<file path="config.mk">
export PLATFORM = sky130hd
export DESIGN_NAME = spi_reg_ctl
export DESIGN_NICKNAME = d
export VERILOG_FILES = /design/src/rtl/spi_reg_ctl.sv
export SDC_FILE = /design/constraint.sdc
export NUM_CORES = 1
export LEC_CHECK = 0
export ABC_AREA = 1
export BUFFER_PORTS_ARGS = -buffer_cell sky130_fd_sc_hd__buf_2
export CORE_MARGIN = 1
export CORE_UTILIZATION = 50
export CTS_CLUSTER_SIZE = 10
export DETAILED_ROUTE_END_ITERATION = 10
export PLACE_DENSITY = 0.74
export SYNTH_ARGS = -nofsm -noshare
export SYNTH_HDL_FRONTEND = slang
export SYNTH_SLANG_ARGS = --single-unit
</file>
<file path="constraint.sdc">
create_clock -name clk_i -period 1.5 [get_ports clk_i]
set_input_delay 0.15 -clock clk_i [delete_from_list [all_inputs] [get_ports clk_i]]
set_output_delay 0.15 -clock clk_i [all_outputs]
set_load 0.05 [all_outputs]
</file>
<file path="src/rtl/spi_reg_ctl.sv">
// spi_reg_ctl: frame controller between the SPI byte-level slave and the
// register bank. Each CS-low frame carries a command byte {rw, addr} and
// then a data burst. A write burst becomes write strobes, and a read burst
// becomes read requests; the address auto-increments in both cases. Read
// data is prefetched one byte-time ahead, so the next MISO byte is already
// loaded when the slave samples it in the cycle after each received byte.
module spi_reg_ctl #(
  parameter int unsigned ADDR_WIDTH  = 7,
  parameter logic [7:0]  STATUS_BYTE = 8'hA5
) (
  input  logic                  clk_i,
  input  logic                  rst_n_i,
  input  logic                  spi_cs_n_i,
  input  logic                  spi_byte_vld_i,
  input  logic [7:0]            spi_byte_data_i,
  output logic [7:0]            spi_byte_data_o,
  output logic [ADDR_WIDTH-1:0] reg_addr_o,
  output logic                  reg_wr_en_o,
  output logic [7:0]            reg_wr_data_o,
  output logic                  reg_rd_en_o,
  input  logic [7:0]            reg_rd_data_i,
  output logic                  frame_done_o
);

  localparam logic [2:0] S_CMD     = 3'd0;
  localparam logic [2:0] S_WR      = 3'd1;
  localparam logic [2:0] S_RD_REQ  = 3'd2;
  localparam logic [2:0] S_RD_CAP  = 3'd3;
  localparam logic [2:0] S_RD_WAIT = 3'd4;

  logic [2:0]            state_q,    state_d;
  logic [ADDR_WIDTH-1:0] addr_q,     addr_d;
  logic [ADDR_WIDTH-1:0] reg_addr_q, reg_addr_d;
  logic [7:0]            pref_q,     pref_d;
  logic                  got_q,      got_d;
  logic [7:0]            miso_q,     miso_d;
  logic                  wr_en_q,    wr_en_d;
  logic [7:0]            wr_data_q,  wr_data_d;
  logic                  rd_en_q,    rd_en_d;

  logic [ADDR_WIDTH-1:0] cmd_addr;
  logic [ADDR_WIDTH-1:0] addr_inc;

  assign cmd_addr = spi_byte_data_i[ADDR_WIDTH-1:0];
  assign addr_inc = addr_q + ADDR_WIDTH'(1);

  // Next-state logic: frame parsing, strobe generation and MISO selection.
  // The read strobe is registered on entry to S_RD_REQ, so it is high
  // exactly during the S_RD_REQ cycle and the data lands during S_RD_CAP.
  always_comb begin
    state_d    = state_q;
    addr_d     = addr_q;
    reg_addr_d = reg_addr_q;
    pref_d     = pref_q;
    got_d      = got_q;
    miso_d     = miso_q;
    wr_en_d    = 1'b0;
    wr_data_d  = wr_data_q;
    rd_en_d    = 1'b0;

    if (spi_cs_n_i) begin
      // A byte that completes together with CS rising is dropped here.
      state_d = S_CMD;
      miso_d  = '0;
      got_d   = 1'b0;
    end else begin
      if (spi_byte_vld_i) begin
        got_d = 1'b1;
      end
      case (state_q)
        S_CMD: begin
          if (spi_byte_vld_i) begin
            addr_d = cmd_addr;
            if (spi_byte_data_i[7]) begin
              miso_d     = STATUS_BYTE;
              rd_en_d    = 1'b1;
              reg_addr_d = cmd_addr;
              state_d    = S_RD_REQ;
            end else begin
              miso_d  = '0;
              state_d = S_WR;
            end
          end
        end
        S_WR: begin
          if (spi_byte_vld_i) begin
            wr_en_d    = 1'b1;
            wr_data_d  = spi_byte_data_i;
            reg_addr_d = addr_q;
            addr_d     = addr_inc;
            miso_d     = spi_byte_data_i;
          end
        end
        S_RD_REQ: begin
          state_d = S_RD_CAP;
        end
        S_RD_CAP: begin
          pref_d  = reg_rd_data_i;
          state_d = S_RD_WAIT;
        end
        S_RD_WAIT: begin
          // Turnaround and data bytes are handled identically: the
          // prefetched byte goes out and the next address is requested.
          if (spi_byte_vld_i) begin
            miso_d     = pref_q;
            addr_d     = addr_inc;
            reg_addr_d = addr_inc;
            rd_en_d    = 1'b1;
            state_d    = S_RD_REQ;
          end
        end
        default: begin
          state_d = S_CMD;
        end
      endcase
    end
  end

  // State and output registers, asynchronously cleared.
  always_ff @(posedge clk_i or negedge rst_n_i) begin
    if (!rst_n_i) begin
      state_q    <= S_CMD;
      addr_q     <= '0;
      reg_addr_q <= '0;
      pref_q     <= '0;
      got_q      <= 1'b0;
      miso_q     <= '0;
      wr_en_q    <= 1'b0;
      wr_data_q  <= '0;
      rd_en_q    <= 1'b0;
    end else begin
      state_q    <= state_d;
      addr_q     <= addr_d;
      reg_addr_q <= reg_addr_d;
      pref_q     <= pref_d;
      got_q      <= got_d;
      miso_q     <= miso_d;
      wr_en_q    <= wr_en_d;
      wr_data_q  <= wr_data_d;
      rd_en_q    <= rd_en_d;
    end
  end

  assign spi_byte_data_o = miso_q;
  assign reg_addr_o      = reg_addr_q;
  assign reg_wr_en_o     = wr_en_q;
  assign reg_wr_data_o   = wr_data_q;
  assign reg_rd_en_o     = rd_en_q;
  // Pulses on the first CS-high cycle only: got_q clears at the end of it.
  assign frame_done_o    = spi_cs_n_i & got_q;

endmodule

</file>
[Yosys cells after proc, flatten, opt, wreduce, memory -nomap -nowiden]
Index checks and enable logic that the tools add are counted.
Word-level totals
  output and inout bits: 26
  register bits after elaboration: 44
  word-level logic and storage cells: 64
  input port bits: 20
Operators by class
  bitwise operators: 2
  multiplexer cells: 27
  eq/ne operators: 13
  reduce and logical (&&, ||, !) cells: 12
  add/sub/neg operators: 1
Operators by type and width (number)
  $mux W8: 5
  $mux W7: 5
  $pmux W8 S3: 1
  $pmux W7 S3: 1
  $pmux W3 S5: 1
  $pmux W7 S2: 1
  $ne A2 B2 Y1 const B: 5
  $mux W3: 3
  $ne A3 B3 Y1 const B: 3
  $mux W1: 8
  $reduce_and A4 Y1: 2
  $add A7 B1 Y7 const B: 1
  $eq A3 B2 Y1 const B: 2
  $reduce_and A3 Y1: 2
  $reduce_and A6 Y1: 1
  $reduce_bool A2 Y1: 2
  $reduce_bool A4 Y1: 1
  $eq A3 B1 Y1 const B: 1
  $eq A3 B3 Y1 const B: 1
  $logic_not A3 Y1: 1
  $reduce_bool A3 Y1: 1
  $mux W2: 1
  $ne A2 B1 Y1 const B: 1
  $pmux W1 S2: 1
  4 further kinds: 4

[Longest topological paths before layout]
  depth in word-level cells: 4
  depth in mapped cells: 10
  gate-level depth less buffers: 9

[Worst setup path after synthesis]
OpenSTA, ideal clock, no wires.
  kind: register to register
  from: reg state_q[0]
  to: reg reg_addr_q[5], in the netlist reg_addr_o[5]
  data required time: 1.378 ns
  data arrival time: 1.155 ns
  slack: 0.224 ns
  setup time: 0.122 ns
  path buffers: 3
  period minus slack after synthesis: 1.276 ns
  cell stages (with the launch flop): 10
  path through: dfrtp_1 > buf_6 > nor2_4 > nand2_2 > buf_6 > nand2_2 > buf_6 > nor2_1 > nor2_1 > a21oi_1
Between the ends
  cells in the longest elaborated chain, start to end: 3
  elaborated cells between the ends (all ways): 10
  those cells by class: 6 x eq/ne; 1 x mux; 3 x reduce/logical
RTL lines
  start, declared: line 31  | logic [2:0] state_q, state_d;
  start signal, assigned: line 132  | state_q <= state_d;
  $eq A3 B1 Y1, or another cell as far along: line 70  | case (state_q)
  $ne A2 B2 Y1 (no source line) or $reduce_bool A3 Y1 (tied branches)
  $reduce_and A6 Y1 (no source line)
  end signal, assigned: line 134  | reg_addr_q <= reg_addr_d;
  end, declared: line 33  | logic [ADDR_WIDTH-1:0] reg_addr_q, reg_addr_d;
Parallel ways exist; a longest one is shown, timed or not.
A chain may end at the register's enable or synchronous reset.

[Worst setup path in the final report]
  from: reg state_q[2]
  to: reg wr_data_q[5], in the netlist reg_wr_data_o[5]
Between the ends
  cells in the longest elaborated chain, start to end: 2
RTL lines
  $eq A3 B1 Y1: line 70
  $reduce_and A3 Y1 (no source line)
  end signal, assigned: line 139  | wr_data_q <= wr_data_d;
  end, declared: line 38  | logic [7:0] wr_data_q, wr_data_d;
No other way between the ends.

==> impl_metrics.csv <==
group,metric,value,unit
logic_synthesis,synth_fp_nets,309,
sta,fmax,711,MHz
route,drc_errors,0,
place,place.gp.congestion,0.896,
sta,hold_violations,0,
logic_synthesis,syn_avg_cell_area,7.66,sq um
route,dr.pass1.iters,4,
pwr,peakVddDrop,0.00123,V
clocking,cts_buffer_depth,2,
route,vias_per_cell,4.99,
route,wl,5.17,mm
clocking,cts.reportedPaths.clkPinSlew,80,ps
clocking,root_buffer,"clkbuf_8",
outcome,status,"finished, final reports clean",
logic_synthesis,netlist_area,2210,sq um
floorplan,ios,46,
floorplan,dieArea,4680,sq um
cells_and_area,final_cells,399,
cells_and_area,final_nets,369,
floorplan,rows,23,
worst_setup_path,end_kind,"flop",
floorplan,fp.coreArea,4120,sq um
global_routing,grt_pass1_vias,1894,
logic_synthesis,syn-instance-count,288,
floorplan,die_h,68.4,um
global_routing,gr-total-overflow,0,
worst_setup_path,crit_fanout,10,
route,drtIter0Drc,226,
sta,slew_headroom,0.682,
clocking,cts_sinks,44,
sta,period_share,0.937,
floorplan,initial_utilization,0.536,
place,place_inst,388,
worst_setup_path,worstSetupPathType,"flop to flop",
worst_setup_path,regToRegSetupSlack,90,ps
route,route.vias.total,1993,
global_routing,grt_usage,0.255,
logic_synthesis,yosysWarnings,0,
sta,rsz0062_at_grt,"false",
sta,clock_skew,11.4,ps
place,io_buffers,45,
place,dp_hpwl,3.89,mm
logic_synthesis,ys_seq_area_frac,0.499,
cells_and_area,diodes,0,
logic_synthesis,synth_cell_types,21,
sta,fin_setup_tns,0,ps
global_routing,grt_max_degree,26,
cells_and_area,drive_above_1_share,0.232,
route,final_antenna_net_count,0,
min_path,hold_path.class,"input port to flop",
pwr,p_per_area,2030,nW/um^2
route,avgRoutedWirePerCell,12.9,um
clocking,cts_tree,"yes",
global_routing,grt_pass1_wl,8.68,mm
clocking,cts_made_buffers,5,
clocking,htree_levels,2,
sta,finalSetupViolations,0,
sta,finalMaxSlewViolations,0,
cells_and_area,final_cell_mix,"nand2_1, buf_2, dfrtp_1",
cells_and_area,area_growth_syn_to_layout,21.7,%
global_routing,antenna_found_initial,0,
worst_setup_path,arrival,1590,ps
worst_setup_path,cp.required,1680,ps
sta,min_period,1410,ps
pwr,p_leak,0.00152,uW
floorplan,fp.dieW,68.4,um
worst_setup_path,start_kind,"flop",
cells_and_area,layout_commonest_cell,"nand2_1",
job,drv_cap,0,
logic_synthesis,synth-seq-cells,44,
sta,max_slew.worst_pin.slew,476,ps
clocking,clock_latency,300,ps
[final cells by class]
| type | count | area (sq um) |
|---|---|---|
| Clock inverter | 2 | 35.0 |
| Timing Repair Buffer | 60 | 365 |
| Clock buffer | 6 | 72.6 |
| Multi-Input combinational cell | 207 | 931 |
| Fill cell | 380 | 1430 |
| Sequential cell | 44 | 1100 |
| Inverter | 30 | 114 |
| Tap cell | 50 | 62.6 |
[worst max-delay path, cell delays in order (launching register included)]
cell	delay, ps
dfrtp_2	450
nor2_2	180
nand2_2	90
buf_4	170
nor2_4	140
inv_2	110
nand2_1	70
o21ai_0	70
[flip-flops by register name, summed over array words and instances, names as in the netlist]
name and flops:
reg_wr_data_o 8, spi_byte_data_o 8, got_q 1, state_q 3, addr_q 7, pref_q 8, reg_rd_en_o 1, reg_addr_o 7
reg_wr_en_o 1
[cells in the mapped netlist]
| cell type | count | area (sq um) |
|---|---|---|
| a211oi_1 | 1 | 7.51 |
| ha_1 | 1 | 12.5 |
| o21ai_0 | 21 | 105 |
| nand3_1 | 25 | 125 |
| dfrtp_1 | 44 | 1100 |
| buf_6 | 4 | 45.0 |
| clkinv_2 | 1 | 5.00 |
| nand2_1 | 116 | 435 |
| nand3_2 | 1 | 10.0 |
| o211ai_1 | 1 | 7.51 |
| nand2_2 | 3 | 18.8 |
| a21oi_1 | 8 | 40.0 |
| o22ai_1 | 3 | 18.8 |
| nand2_4 | 2 | 22.5 |
| inv_1 | 27 | 101 |
| buf_4 | 3 | 22.5 |
| nor2_1 | 20 | 75.1 |
| inv_2 | 2 | 7.51 |
| o21ai_1 | 1 | 5.00 |
| nor2_4 | 3 | 33.8 |
| nor2_2 | 1 | 6.26 |
[cell families (layout without fill, tap and decap cells)]
family,count (synthesis),count (layout),share of synthesized area
simple gates,171,171,0.330
buf+inv,37,98,0.0822
fa+ha+maj,1,1,0.00567
compound gates,35,35,0.0834
flops,44,44,0.499
[timing repair]
item | in CTS | in global routing
endpoints found under the setup margin | 0 | 25
buffers inserted | 0 | 2
hold buffers | 1 | 0
endpoints found under the hold margin | 19 | 0
resized for setup | 0 | 3
[per-stage QoR]
step	setup WS (ps)	power, uW	instance area (sq um)	hold WS [ps]	utilization
after floorplan	224	3860	2210	-146	-
after global placement	139	4460	2540	126	0.618
after detailed placement	93.8	4510	2540	136	0.618
after CTS	69.8	5420	2660	90.9	0.646
after global routing	5.29	5860	2680	100	0.652
final	93.9	5450	2680	87.1	0.652
[metal layers]
| metal | routed length [um] | share of wire | GRT usage |
|---|---|---|---|
| met2 | 2310 | 0.45 | 0.406 |
| met4 | 78 | 0.015 | 0.0990 |
| met5 | 0 | 0 | 0 |
| met1 | 2490 | 0.48 | 0.343 |
| met3 | 281 | 0.054 | 0.0417 |
[final timing paths]
kind | start | cells past startpoint | to
hold reg to reg | reg_wr_data_o[7] | 2 | reg_wr_data_o[7]
min in group asynchronous | rst_n_i | 2 | reg_wr_data_o[1]
setup reg to reg | state_q[2] | 7 | reg_wr_data_o[5]
setup / recovery | state_q[2] | 7 | reg_wr_data_o[5]
hold / removal | reg_rd_data_i[7] | 3 | pref_q[7]
max in group asynchronous | rst_n_i | 3 | pref_q[5]
[power breakdown]
group,internal (uW),switching (uW)
combinational,739,1800
sequential,1630,374
clock,495,416
(Power assumes the default switching activity.)
